`config.mk`:
```
export PLATFORM = sky130hd
export DESIGN_NAME = popcount_window_accum
export DESIGN_NICKNAME = d
export VERILOG_FILES = /design/src/rtl/popcount_window_accum.sv
export SDC_FILE = /design/constraint.sdc
export NUM_CORES = 1
export LEC_CHECK = 0
export CAP_MARGIN = 10
export CORE_MARGIN = 4
export CORE_UTILIZATION = 35
export CTS_BUF_LIST = sky130_fd_sc_hd__clkbuf_16
export DETAILED_ROUTE_END_ITERATION = 16
export PLACE_DENSITY_LB_ADDON = 0.25
export SYNTH_ARGS = -nofsm -noshare
export SYNTH_HDL_FRONTEND = slang
export SYNTH_SLANG_ARGS = --single-unit
```
`constraint.sdc`:
```
create_clock -name clk -period 2.2 [get_ports clk]
set_input_delay 0.55 -clock clk [delete_from_list [all_inputs] [get_ports clk]]
set_output_delay 0.55 -clock clk [all_outputs]
set_load 0.02 [all_outputs]
```
`src/rtl/popcount_window_accum.sv`:
```
// rtl/popcount_window_accum.sv - windowed accumulator of one-hot population counts with saturation and error flag
module popcount_window_accum #(
    parameter int WINDOW = 16,
    parameter int SUM_W  = 8
) (
    input  logic             clk,
    input  logic             reset_n,
    input  logic             ena,
    input  logic             start,
    input  logic             v,
    input  logic             w,
    input  logic             x,
    input  logic             y,
    input  logic             z,
    output logic [SUM_W-1:0] sum_out,
    output logic             err,
    output logic             done,
    output logic             busy
);

    // Counter only needs to reach WINDOW-1; one extra value keeps WINDOW=1 legal.
    localparam int CNT_W  = $clog2(WINDOW + 1);
    localparam int WIDE_W = SUM_W + 3;
    localparam logic [CNT_W-1:0] LAST_CNT = CNT_W'(WINDOW - 1);
    localparam logic [SUM_W-1:0] SUM_MAX  = '1;

    typedef enum logic [1:0] {
        S_IDLE  = 2'd0,
        S_ACCUM = 2'd1,
        S_DONE  = 2'd2
    } state_t;

    state_t            state_q, state_d;
    logic [SUM_W-1:0]  acc_q, acc_d;
    logic [CNT_W-1:0]  cnt_q, cnt_d;
    logic              err_acc_q, err_acc_d;
    logic [SUM_W-1:0]  sum_q, sum_d;
    logic              err_q, err_d;

    logic [2:0]        val;
    logic              illegal;
    logic [WIDE_W-1:0] sum_wide;
    logic [SUM_W-1:0]  acc_sat;
    logic              take_sample;
    logic              last_sample;

    // Decode the one-hot count; anything not exactly one-hot counts as zero and is flagged.
    always_comb begin
        val     = 3'd0;
        illegal = 1'b0;
        case ({v, w, x, y, z})
            5'b10000: val = 3'd0;
            5'b01000: val = 3'd1;
            5'b00100: val = 3'd2;
            5'b00010: val = 3'd3;
            5'b00001: val = 3'd4;
            default:  illegal = 1'b1;
        endcase
    end

    // Saturating add of the current sample onto the running total.
    always_comb begin
        sum_wide    = {3'b000, acc_q} + WIDE_W'(val);
        acc_sat     = (sum_wide > {3'b000, SUM_MAX}) ? SUM_MAX : sum_wide[SUM_W-1:0];
        take_sample = (state_q == S_ACCUM) && ena;
        last_sample = take_sample && (cnt_q == LAST_CNT);
    end

    // State register.
    always_ff @(posedge clk or negedge reset_n) begin
        if (!reset_n) begin
            state_q <= S_IDLE;
        end else begin
            state_q <= state_d;
        end
    end

    // Next-state logic: IDLE waits for start with ena, ACCUM runs WINDOW samples, DONE lasts one cycle.
    always_comb begin
        state_d = state_q;
        case (state_q)
            S_IDLE:  if (start && ena) state_d = S_ACCUM;
            S_ACCUM: if (last_sample) state_d = S_DONE;
            S_DONE:  state_d = S_IDLE;
            default: state_d = S_IDLE;
        endcase
    end

    // Status outputs decoded straight from the registered state.
    always_comb begin
        busy = (state_q == S_ACCUM);
        done = (state_q == S_DONE);
    end

    // Datapath next values: clear on window start, accumulate while sampling, publish on the last sample.
    always_comb begin
        acc_d     = acc_q;
        cnt_d     = cnt_q;
        err_acc_d = err_acc_q;
        sum_d     = sum_q;
        err_d     = err_q;
        if ((state_q == S_IDLE) && start && ena) begin
            acc_d     = '0;
            cnt_d     = '0;
            err_acc_d = 1'b0;
        end else if (take_sample) begin
            acc_d     = acc_sat;
            cnt_d     = cnt_q + 1'b1;
            err_acc_d = err_acc_q | illegal;
            if (last_sample) begin
                sum_d = acc_sat;
                err_d = err_acc_q | illegal;
            end
        end
    end

    // Datapath registers.
    always_ff @(posedge clk or negedge reset_n) begin
        if (!reset_n) begin
            acc_q     <= '0;
            cnt_q     <= '0;
            err_acc_q <= 1'b0;
            sum_q     <= '0;
            err_q     <= 1'b0;
        end else begin
            acc_q     <= acc_d;
            cnt_q     <= cnt_d;
            err_acc_q <= err_acc_d;
            sum_q     <= sum_d;
            err_q     <= err_d;
        end
    end

    assign sum_out = sum_q;
    assign err     = err_q;

endmodule

```
## Word level (Yosys, flattened, before mapping)

Cells that the tools add are included.

- Bits in registers: 25
- Logic and storage cells: 43
- Output and inout port bits: 11
- Input bits: 9

- Bitwise gates (word level): 2
- Order comparisons: 1
- Eq/ne operators: 10
- Add/subtract/negate cells: 2
- Mux-type cells: 12
- Reduce and logical (&&, ||, !) cells: 10

Operators with widths:

| cell | number |
|---|---|
| two-way mux 8 bit | 3 |
| case mux 3 bit (4 select lines) | 1 |
| equality test 5 x 4 -> 1 bit, second input constant | 2 |
| two-way mux 5 bit | 2 |
| adder 8 x 3 -> 9 bit | 1 |
| > comparator 9 x 8 -> 1 bit, second input constant | 1 |
| adder 5 x 1 -> 5 bit, second input constant | 1 |
| equality test 5 x 1 -> 1 bit, second input constant | 1 |
| equality test 5 x 2 -> 1 bit, second input constant | 1 |
| equality test 5 x 3 -> 1 bit, second input constant | 1 |
| equality test 5 bit, second input constant | 1 |
| logical AND 1 bit | 5 |
| OR reduction 5 bit | 1 |
| two-way mux 2 bit | 2 |
| case mux 2 bit (2 select lines) | 1 |
| two-way mux 1 bit | 3 |
| AND reduction 3 bit | 1 |
| equality test 2 x 1 -> 1 bit, second input constant | 1 |
| equality test 2 bit, second input constant | 1 |
| logical NOT 2 bit | 1 |
| inequality test 2 x 1 -> 1 bit, second input constant | 1 |
| inequality test 2 bit, second input constant | 1 |
| AND reduction 2 bit | 1 |
| nonzero test 2 bit | 1 |
| other kinds (2) | 2 |

## Depth between registers and ports, before layout

Gate-level depths: netlist (run 1).

- Depth after elaboration: 7
- Gate-level depth with buffers: 8
- Gate-level depth less buffers: 8

## Worst setup path before layout (run 1)

No wires, ideal clock.

- Kind: input to register
- Start point: input y
- End point: register acc_q[4]
- Data required time: 2119 ps
- Cell stages on the path: 8
- Path buffers: 0
- Setup slack: -10 ps
- Data arrival time: 2130 ps
- Cells stage by stage: xnor2_1 -> nor4_1 -> ha_1 -> fa_1 -> a21oi_1 -> nor2b_1 -> and4b_1 -> nor3_2

- Cells in the longest elaborated chain, start to end: 7

Ends and longest elaborated chain:

| item | RTL line | RTL |
|---|---|---|
| start, declared | 13 | `input logic y,` |
| equality test 5 x 1 -> 1 bit (tied with other cells) | 51 | `case ({v, w, x, y, z})` |
| case mux 3 bit (4 select lines) * | 51 |  |
| adder 8 x 3 -> 9 bit * | 63 | `sum_wide = {3'b000, acc_q} + WIDE_W'(val);` |
| > comparator 9 x 8 -> 1 bit | 64 | `acc_sat = (sum_wide > {3'b000, SUM_MAX}) ? SUM_MAX : sum_wide[SUM_W-1:0];` |
| two-way mux 8 bit * | 64 |  |
| two-way mux 8 bit * | 106 | `end else if (take_sample) begin` |
| two-way mux 8 bit * | 102 | `if ((state_q == S_IDLE) && start && ena) begin` |
| end signal, assigned | 120 | `acc_q <= '0;` |
| end signal, assigned | 126 | `acc_q <= acc_d;` |
| end, declared | 34 | `logic [SUM_W-1:0] acc_q, acc_d;` |

Mark *: on every way between the ends. The rest lies on a longest branch, timed or not. The select of a mux whose other input is x is not followed.
A chain may end at the register's enable or synchronous reset.

## Worst setup path in the final report (run 1)

- Start point: input z
- End point: register acc_q[3]

- Cells in the longest elaborated chain, start to end: 7

Ends and longest elaborated chain:

| item | RTL line | RTL |
|---|---|---|
| start, declared | 14 | `input logic z,` |
| equality test 5 x 1 -> 1 bit (tied with other cells) | 51 |  |
| case mux 3 bit (4 select lines) * | 51 |  |
| adder 8 x 3 -> 9 bit * | 63 |  |
| > comparator 9 x 8 -> 1 bit | 64 |  |
| two-way mux 8 bit * | 64 |  |
| two-way mux 8 bit * | 106 |  |
| two-way mux 8 bit * | 102 |  |

Marks and branches as above.

==> flow_summary.json, run 1 <==
{
  "tritoncts": "built",
  "cp_num_buf_inv": 2,
  "clock_sink_count": 25,
  "final_cell_count_no_fill": 224,
  "viasPerCell": 5.01,
  "grt_first_pass_wirelength_microns": 5240,
  "worstReg2RegEnd": "acc_q[1]$_DFFE_PN0P_",
  "timing.critical_path.fanout_max": 4,
  "outcome": "finished clean",
  "maximum_number_of_pins_on_one_net_before_global_route_repair": 26,
  "n_antenna_cell": 0,
  "vias_after_detailed_routing": 1123,
  "postSynthRegisterBits": 25,
  "worst_ir_drop_vdd_mv": 0.393,
  "floorplan.initialDensity_pct": 36.4,
  "post_synth_most_frequent_cells": "sky130_fd_sc_hd__dfrtp_1 (25), sky130_fd_sc_hd__nor2_1 (17), sky130_fd_sc_hd__nand2_1 (16)",
  "synth.area.top_cells": "sky130_fd_sc_hd__dfrtp_1 (47%), sky130_fd_sc_hd__nor2_1 (4.8%), sky130_fd_sc_hd__ha_1 (4.7%)",
  "synth-main-ff-cell": "sky130_fd_sc_hd__dfrtp_1",
  "total_switching_power_uw": 523,
  "cpPeakStageDelay_ns": 0.26,
  "final_routed_wirelength_across_all_metal_layers_microns": 2970,
  "synthesis.area_per_instance_sq_um": 9.73,
  "post-synth-top-area-fraction_pct": 46.6,
  "layout_setup_ws_ns": 0.113,
  "power_frac_seq_pct": 43.1,
  "post-route-period-util_pct": 94.9,
  "yosysTopAreaCell": "sky130_fd_sc_hd__dfrtp_1",
  "cts_buffers": 3,
  "setup_tns_ns": 0,
  "synth_edf_count": 0,
  "htreeDepth": 1,
  "die-area_sq_mm": 0.00489,
  "nets_in_the_synthesized_netlist": 153,
  "critical_path_required_ns": 2.39,
  "vias_in_the_first_global_route": 1163,
  "clock_insertion_delay_at_the_later_pin_of_the_skew_report_ns": 0.26,
  "timing.critical_path.to": "acc_q[3]$_DFFE_PN0P_",
  "cts_max_path_buffers": 2,
  "route.antenna.remaining_nets": 0,
  "postSynthCellCount": 138,
  "buffer_ports.inserted": 19,
  "number_of_buffers_inserted_for_hold_repair_after_clock_tree_synthesis": 0,
  "crit_path_start": "z",
  "io_pins": 20,
  "placed_cell_area_sq_mm": 0.00170,
  "asyncSetResetFlopFracSynth_pct": 100,
  "clkTransAtPathRegs_ns": 0.06,
  "worst_slew_margin_rel_pct": 75.4,
  "timing_worst_setup_path_type": "in -> reg",
  "post-route-cell-area_sq_mm": 0.00186,
  "remaining_routing_drc_violations": 0,
  "final_max_slew_viol_count": 0,
  "max-cap-violations": 0,
  "setup_violations": 0,
  "crit-reg2reg-launch": "acc_q[0]$_DFFE_PN0P_",
  "post-dp-hpwl_microns": 2220,
  "p_leak_uw": 0.000831,
  "clock_power_share_pct": 25.4,
  "die_w_microns": 69.9,
  "intPower_uw": 1080,
  "grtUsageTotal_pct": 13.2,
  "place_worst_setup_slack_ns": -0.561,
  "power.share.switching_pct": 32.7,
  "cp.arrival_ns": 2.27,
  "gp_congestion": 0.790,
  "fin_skew_ns": 0.00356,
  "global_route.overflow_total": 0,
  "synth.cell_area_sq_mm": 0.00134,
  "place_inst": 217,
  "ctsRootBufferMaster": "sky130_fd_sc_hd__clkbuf_16",
  "drtIter0Drc": 34,
  "maxClockFrequency_mhz": 479,
  "synth_warnings": 0,
  "startpoint_type": "primary input",
  "pwr-share-comb_pct": 31.5,
  "final_util_pct": 50.5,
  "timing.final.hold_violations": 0,
  "timing.critical_path.to_type": "flop",
  "crit_chain": "dlygate4sd2_1 > nor4_2 > ha_2 > fa_2 > a21oi_4 > nor3_4 > buf_6 > and3b_1 > nor3_2",
  "layout-area-overhead-vs-synth_pct": 38.7,
  "synth.yosys.seq_area_share_pct": 46.6,
  "crit_family": "simple AND/OR/NAND/NOR gates",
  "design.core.area_sq_mm": 0.00369,
  "worst_r2r_path_depth": 7,
  "number_of_library_cell_types_mapped_by_synthesis": 36,
  "r2r_setup_slack_ns": 0.45,
  "wp_depth": 9,
  "drt_pre_antenna_iters": 4,
  "cells_on_worst_hold_path": 2,
  "placement_rows": 22,
  "yosys.cell_count.top_type": "sky130_fd_sc_hd__dfrtp_1",
  "drive_above_1_share_pct": 27.3,
  "die_height_microns": 69.9,
  "min_period_ns": 2.09,
  "worst_slew_pin_slew_ns": 0.363,
  "initial_antenna_violation_count": 0,
  "pwr_density_cell_mw_per_mm2": 858,
  "min-delay-path-class": "reg -> reg",
  "crit_path_top_delay_cell": "sky130_fd_sc_hd__dlygate4sd2_1",
  "routed_length_per_instance_microns": 13.2,
  "rsz0062_at_grt": "false",
  "final_net_count": 192
}
-- flip-flops by register name, summed over array words and instances (netlist names) --
signal and cells:
acc_q 8, cnt_q 5, err 1, state_q 2, sum_out 8, err_acc_q 1
-- logic make-up (layout without fill, tap and decap cells) --
logic type                 after synthesis  in the layout  share of synthesized area [%]
xor gates and xnor gates                 9              9                           5.87
DFF                                     25             25                           46.6
adders and majority gates                6              6                           6.15
buffers and inverters                    7             45                           2.24
AOI/OAI and AO/OA                       28             28                           11.9
muxes                                    3              3                           2.24
and+or+nand+nor                         60             60                           25.0
-- routing by layer --
metal | track usage, % | part of all wire, % | routed length [microns]
met5 | 0 | 0 | 0
met4 | 5.74 | 2.1 | 63
met3 | 2.73 | 3.0 | 90
met2 | 21.5 | 49 | 1460
met1 | 16.8 | 46 | 1350
-- power by group through the flow --
stage,combinational (uW),sequential [uW],clock (uW)
after floorplan,253,699,0
after global placement,465,686,0
after detailed placement,475,693,0
after CTS,498,686,415
after global routing,561,708,438
final,503,689,406
-- worst min-delay path by stage --
stage	to	startpoint	slack, ns
after floorplan	acc_q[0]$_DFFE_PN0P_	reset_n	0.25
final	sum_out[7]$_DFFE_PN0P_	sum_out[7]$_DFFE_PN0P_	0.48
after global routing	sum_out[0]$_DFFE_PN0P_	sum_out[0]$_DFFE_PN0P_	0.55
after detailed placement	sum_out[7]$_DFFE_PN0P_	sum_out[7]$_DFFE_PN0P_	0.48
after CTS	sum_out[7]$_DFFE_PN0P_	sum_out[7]$_DFFE_PN0P_	0.49
after global placement	sum_out[7]$_DFFE_PN0P_	sum_out[7]$_DFFE_PN0P_	0.47
-- final cells by class --
cell class	count	area, sq um
multi-input combinational	106	769
clock inverter	1	5.00
inverter	3	11.3
fill	344	1830
timing repair buffer	38	315
sequential	25	626
tap	48	60.1
clock buffer	3	75.1
-- worst reg2reg max path: cells and delay by family (launching register included) --
family / cells / cell delay, ns
AND/OR/NAND/NOR: 2 / 0.18
AO/OA/AOI/OAI: 2 / 0.34
flip-flops: 1 / 0.38
buffers and inverters: 1 / 0.15
adder cells (fa/ha/maj): 2 / 0.57
-- stage by stage --
stage | power (uW) | hold slack (ns)
4_1_cts | 1600 | 0.492
5_1_grt | 1710 | 0.546
3_3_place_gp | 1150 | 0.473
2_1_floorplan | 952 | 0.254
6_report | 1600 | 0.481
3_5_place_dp | 1170 | 0.477
-- cell usage in the layout, fill, tap and decap left out, types with 2 or more instances in the layout --
cell type	netlist	final
sky130_fd_sc_hd__nor3_4	1	2
sky130_fd_sc_hd__nor2_2	0	4
sky130_fd_sc_hd__and3b_1	2	2
sky130_fd_sc_hd__dfrtp_1	25	25
sky130_fd_sc_hd__mux2i_1	3	3
sky130_fd_sc_hd__nor3_1	4	3
sky130_fd_sc_hd__o21ai_0	9	9
sky130_fd_sc_hd__ha_1	5	3
sky130_fd_sc_hd__a31oi_1	2	2
sky130_fd_sc_hd__a21oi_1	10	8
sky130_fd_sc_hd__nand2_1	16	14
sky130_fd_sc_hd__a211oi_1	2	2
sky130_fd_sc_hd__nor3_2	2	2
sky130_fd_sc_hd__nand2_2	0	2
sky130_fd_sc_hd__nor3b_1	2	2
sky130_fd_sc_hd__buf_4	0	18
sky130_fd_sc_hd__clkbuf_16	0	3
sky130_fd_sc_hd__nor2_1	17	12
sky130_fd_sc_hd__clkbuf_2	1	4
sky130_fd_sc_hd__inv_1	3	3
sky130_fd_sc_hd__xor2_1	4	4
sky130_fd_sc_hd__clkdlybuf4s50_1	0	14
sky130_fd_sc_hd__xnor2_1	5	4
sky130_fd_sc_hd__o31ai_1	2	2
sky130_fd_sc_hd__nor2b_1	5	4
-- timing repair --
action / in CTS / in global routing
resized for setup: 20 / 13
cloned: 0 / 0
pin swaps: 9 / 8
buffers inserted: 2 / 1
setup endpoints to repair: 16 / 16
(Power assumes the default switching activity.)
==> inputs of run 2 (changes only) <==
Settings changed: CORE_MARGIN 4 to default.
Clock period 2.2 ns to 1.7 ns, I/O delays scaled along.
==> flow_summary.json, run 2 (same netlist as run 1, synthesis figures left out) <==
{
  "outcome": "finished with violations",
  "failed_checks": "setup timing",
  "timing_worst_setup_path_type": "in -> reg",
  "setup_tns_ns": -2.19,
  "place_inst": 223,
  "critical_path_required_ns": 1.88,
  "min-delay-path-class": "reg -> reg",
  "power_frac_seq_pct": 40.6,
  "min_period_ns": 1.88,
  "n_antenna_cell": 0,
  "floorplan.initialDensity_pct": 36.7,
  "final_net_count": 207,
  "clkTransAtPathRegs_ns": 0.06,
  "max-cap-violations": 0,
  "setup_violations": 16,
  "cts_max_path_buffers": 2,
  "maxClockFrequency_mhz": 531,
  "r2r_setup_slack_ns": -0.08,
  "die_height_microns": 63.9,
  "intPower_uw": 1470,
  "tritoncts": "built",
  "worst_slew_pin_slew_ns": 0.334,
  "post-route-period-util_pct": 111,
  "clock_power_share_pct": 23.5,
  "total_switching_power_uw": 720,
  "routed_length_per_instance_microns": 14.6,
  "grt_first_pass_wirelength_microns": 5470,
  "count_of_filler_cells_inserted_in_the_layout": 309,
  "crit_chain": "buf_2 > nor4_2 > ha_2 > fa_2 > a21oi_4 > nor3_4 > buf_6 > nor3b_2 > nor3_1",
  "cpPeakStageDelay_ns": 0.32,
  "layout.cells.most_common_list": "sky130_fd_sc_hd__buf_4 (31), sky130_fd_sc_hd__dfrtp_1 (25), sky130_fd_sc_hd__nand2_1 (14), sky130_fd_sc_hd__clkdlybuf4s50_1 (12), sky130_fd_sc_hd__nor2_1 (11)",
  "placed_cell_area_sq_mm": 0.00176,
  "final_max_slew_viol_count": 0,
  "crit_path_top_delay_cell": "sky130_fd_sc_hd__nor4_2",
  "drive_above_1_share_pct": 38.2,
  "io_pins": 20,
  "p_leak_uw": 0.000924,
  "cp.arrival_ns": 2.06,
  "worst_slew_margin_rel_pct": 77.4,
  "global_route.overflow_total": 0,
  "post-route-cell-area_sq_mm": 0.00210,
  "design.core.area_sq_mm": 0.00366,
  "timing.critical_path.fanout_max": 4,
  "gp_congestion": 0.822,
  "timing.final.hold_violations": 0,
  "fin_skew_ns": 0.00341,
  "placement_rows": 22,
  "pwr_density_cell_mw_per_mm2": 1040,
  "layout_setup_ws_ns": -0.184,
  "viasPerCell": 4.94,
  "die-area_sq_mm": 0.00409,
  "clock_sink_count": 25,
  "mostFrequentLayoutCell": "sky130_fd_sc_hd__buf_4",
  "remaining_routing_drc_violations": 0,
  "clock_insertion_delay_at_the_later_pin_of_the_skew_report_ns": 0.26,
  "htreeDepth": 1,
  "die_w_microns": 63.9,
  "route.antenna.remaining_nets": 0,
  "grtUsageTotal_pct": 17.2,
  "power.share.switching_pct": 32.9,
  "maximum_number_of_pins_on_one_net_before_global_route_repair": 26,
  "post-dp-hpwl_microns": 2130,
  "startpoint_type": "primary input",
  "cts_buffers": 3,
  "final_routed_wirelength_across_all_metal_layers_microns": 3480,
  "worst_ir_drop_vdd_mv": 0.534,
  "pwr-share-comb_pct": 35.9,
  "buffer_ports.inserted": 19,
  "final_cell_count_no_fill": 239,
  "rsz0062_at_grt": "true",
  "drt_pre_antenna_iters": 4,
  "vias_in_the_first_global_route": 1210,
  "ctsRootBufferMaster": "sky130_fd_sc_hd__clkbuf_16",
  "final.hold.worst_slack_ns": 0.477,
  "initial_antenna_violation_count": 0,
  "number_of_buffers_inserted_for_hold_repair_after_clock_tree_synthesis": 0,
  "vias_after_detailed_routing": 1181,
  "layout-area-overhead-vs-synth_pct": 56.2,
  "drtIter0Drc": 31,
  "timing.critical_path.to_type": "flop"
}
## run 2: cell count changes in the layout (fill, tap and decap cells not counted), sizes merged
cell | before | now
buf | 19 | 39
clkbuf | 7 | 3
clkdlybuf4s50 | 14 | 12
clkinv | 1 | 0
dlygate4sd2 | 1 | 2
inv | 3 | 4
## run 2: path summary, 6_finish.rpt
path / cells after the start / from / endpoint
max: 9 / v / acc_q[5]$_DFFE_PN0P_
min: 2 / sum_out[6]$_DFFE_PN0P_ / sum_out[6]$_DFFE_PN0P_
max reg2reg: 7 / acc_q[0]$_DFFE_PN0P_ / sum_out[7]$_DFFE_PN0P_
min reg2reg: 2 / sum_out[6]$_DFFE_PN0P_ / sum_out[6]$_DFFE_PN0P_
max in group asynchronous: 2 / reset_n / acc_q[2]$_DFFE_PN0P_
min in group asynchronous: 2 / reset_n / sum_out[7]$_DFFE_PN0P_
## run 2: routing by layer
metal	up-vias	routed length (microns)	global-route usage (%)
met4	0	36	5.68
met3	5	86	2.50
met1	563	1620	23.1
met2	20	1730	28.1
li1	593	-	-
met5	-	0	0
## run 2: critical path, delay by kind of cell
| kind | cells | cell delay, ns |
|---|---|---|
| simple gates | 4 | 0.72 |
| fa+ha+maj | 2 | 0.51 |
| compound gates | 1 | 0.09 |
| buf+inv | 2 | 0.31 |
## run 2: area by class of cell
type	instances	area (sq um)	share of cell area [%]
inverter	3	11.3	0.537
tap	48	60.1	2.86
clock inverter	1	3.75	0.179
timing repair buffer	53	460	22.0
clock buffer	3	75.1	3.58
sequential	25	626	29.8
multi-input combinational	106	861	41.1
## run 2: repair_timing
item	in CTS	in global routing
gates resized for setup	44	22
buffers inserted	8	4
endpoints found under the setup margin	18	18
pin swaps	15	17
## run 2: stage by stage
step / setup WS [ns] / power, uW / utilization [%]
6_report: -0.184 / 2190 / 57.3
5_1_grt: -0.255 / 2330 / 57.3
4_1_cts: -0.215 / 2130 / 54.1
3_5_place_dp: -0.888 / 1540 / 48.1
3_3_place_gp: -0.788 / 1520 / 48.1
2_1_floorplan: -0.174 / 1250 / -
## run 2: power by group through the flow
stage,registers [uW],logic (uW),clock network [uW]
2_1_floorplan,906,340,0
3_3_place_gp,885,637,0
3_5_place_dp,894,650,0
4_1_cts,884,715,530
5_1_grt,914,862,555
6_report,889,785,516
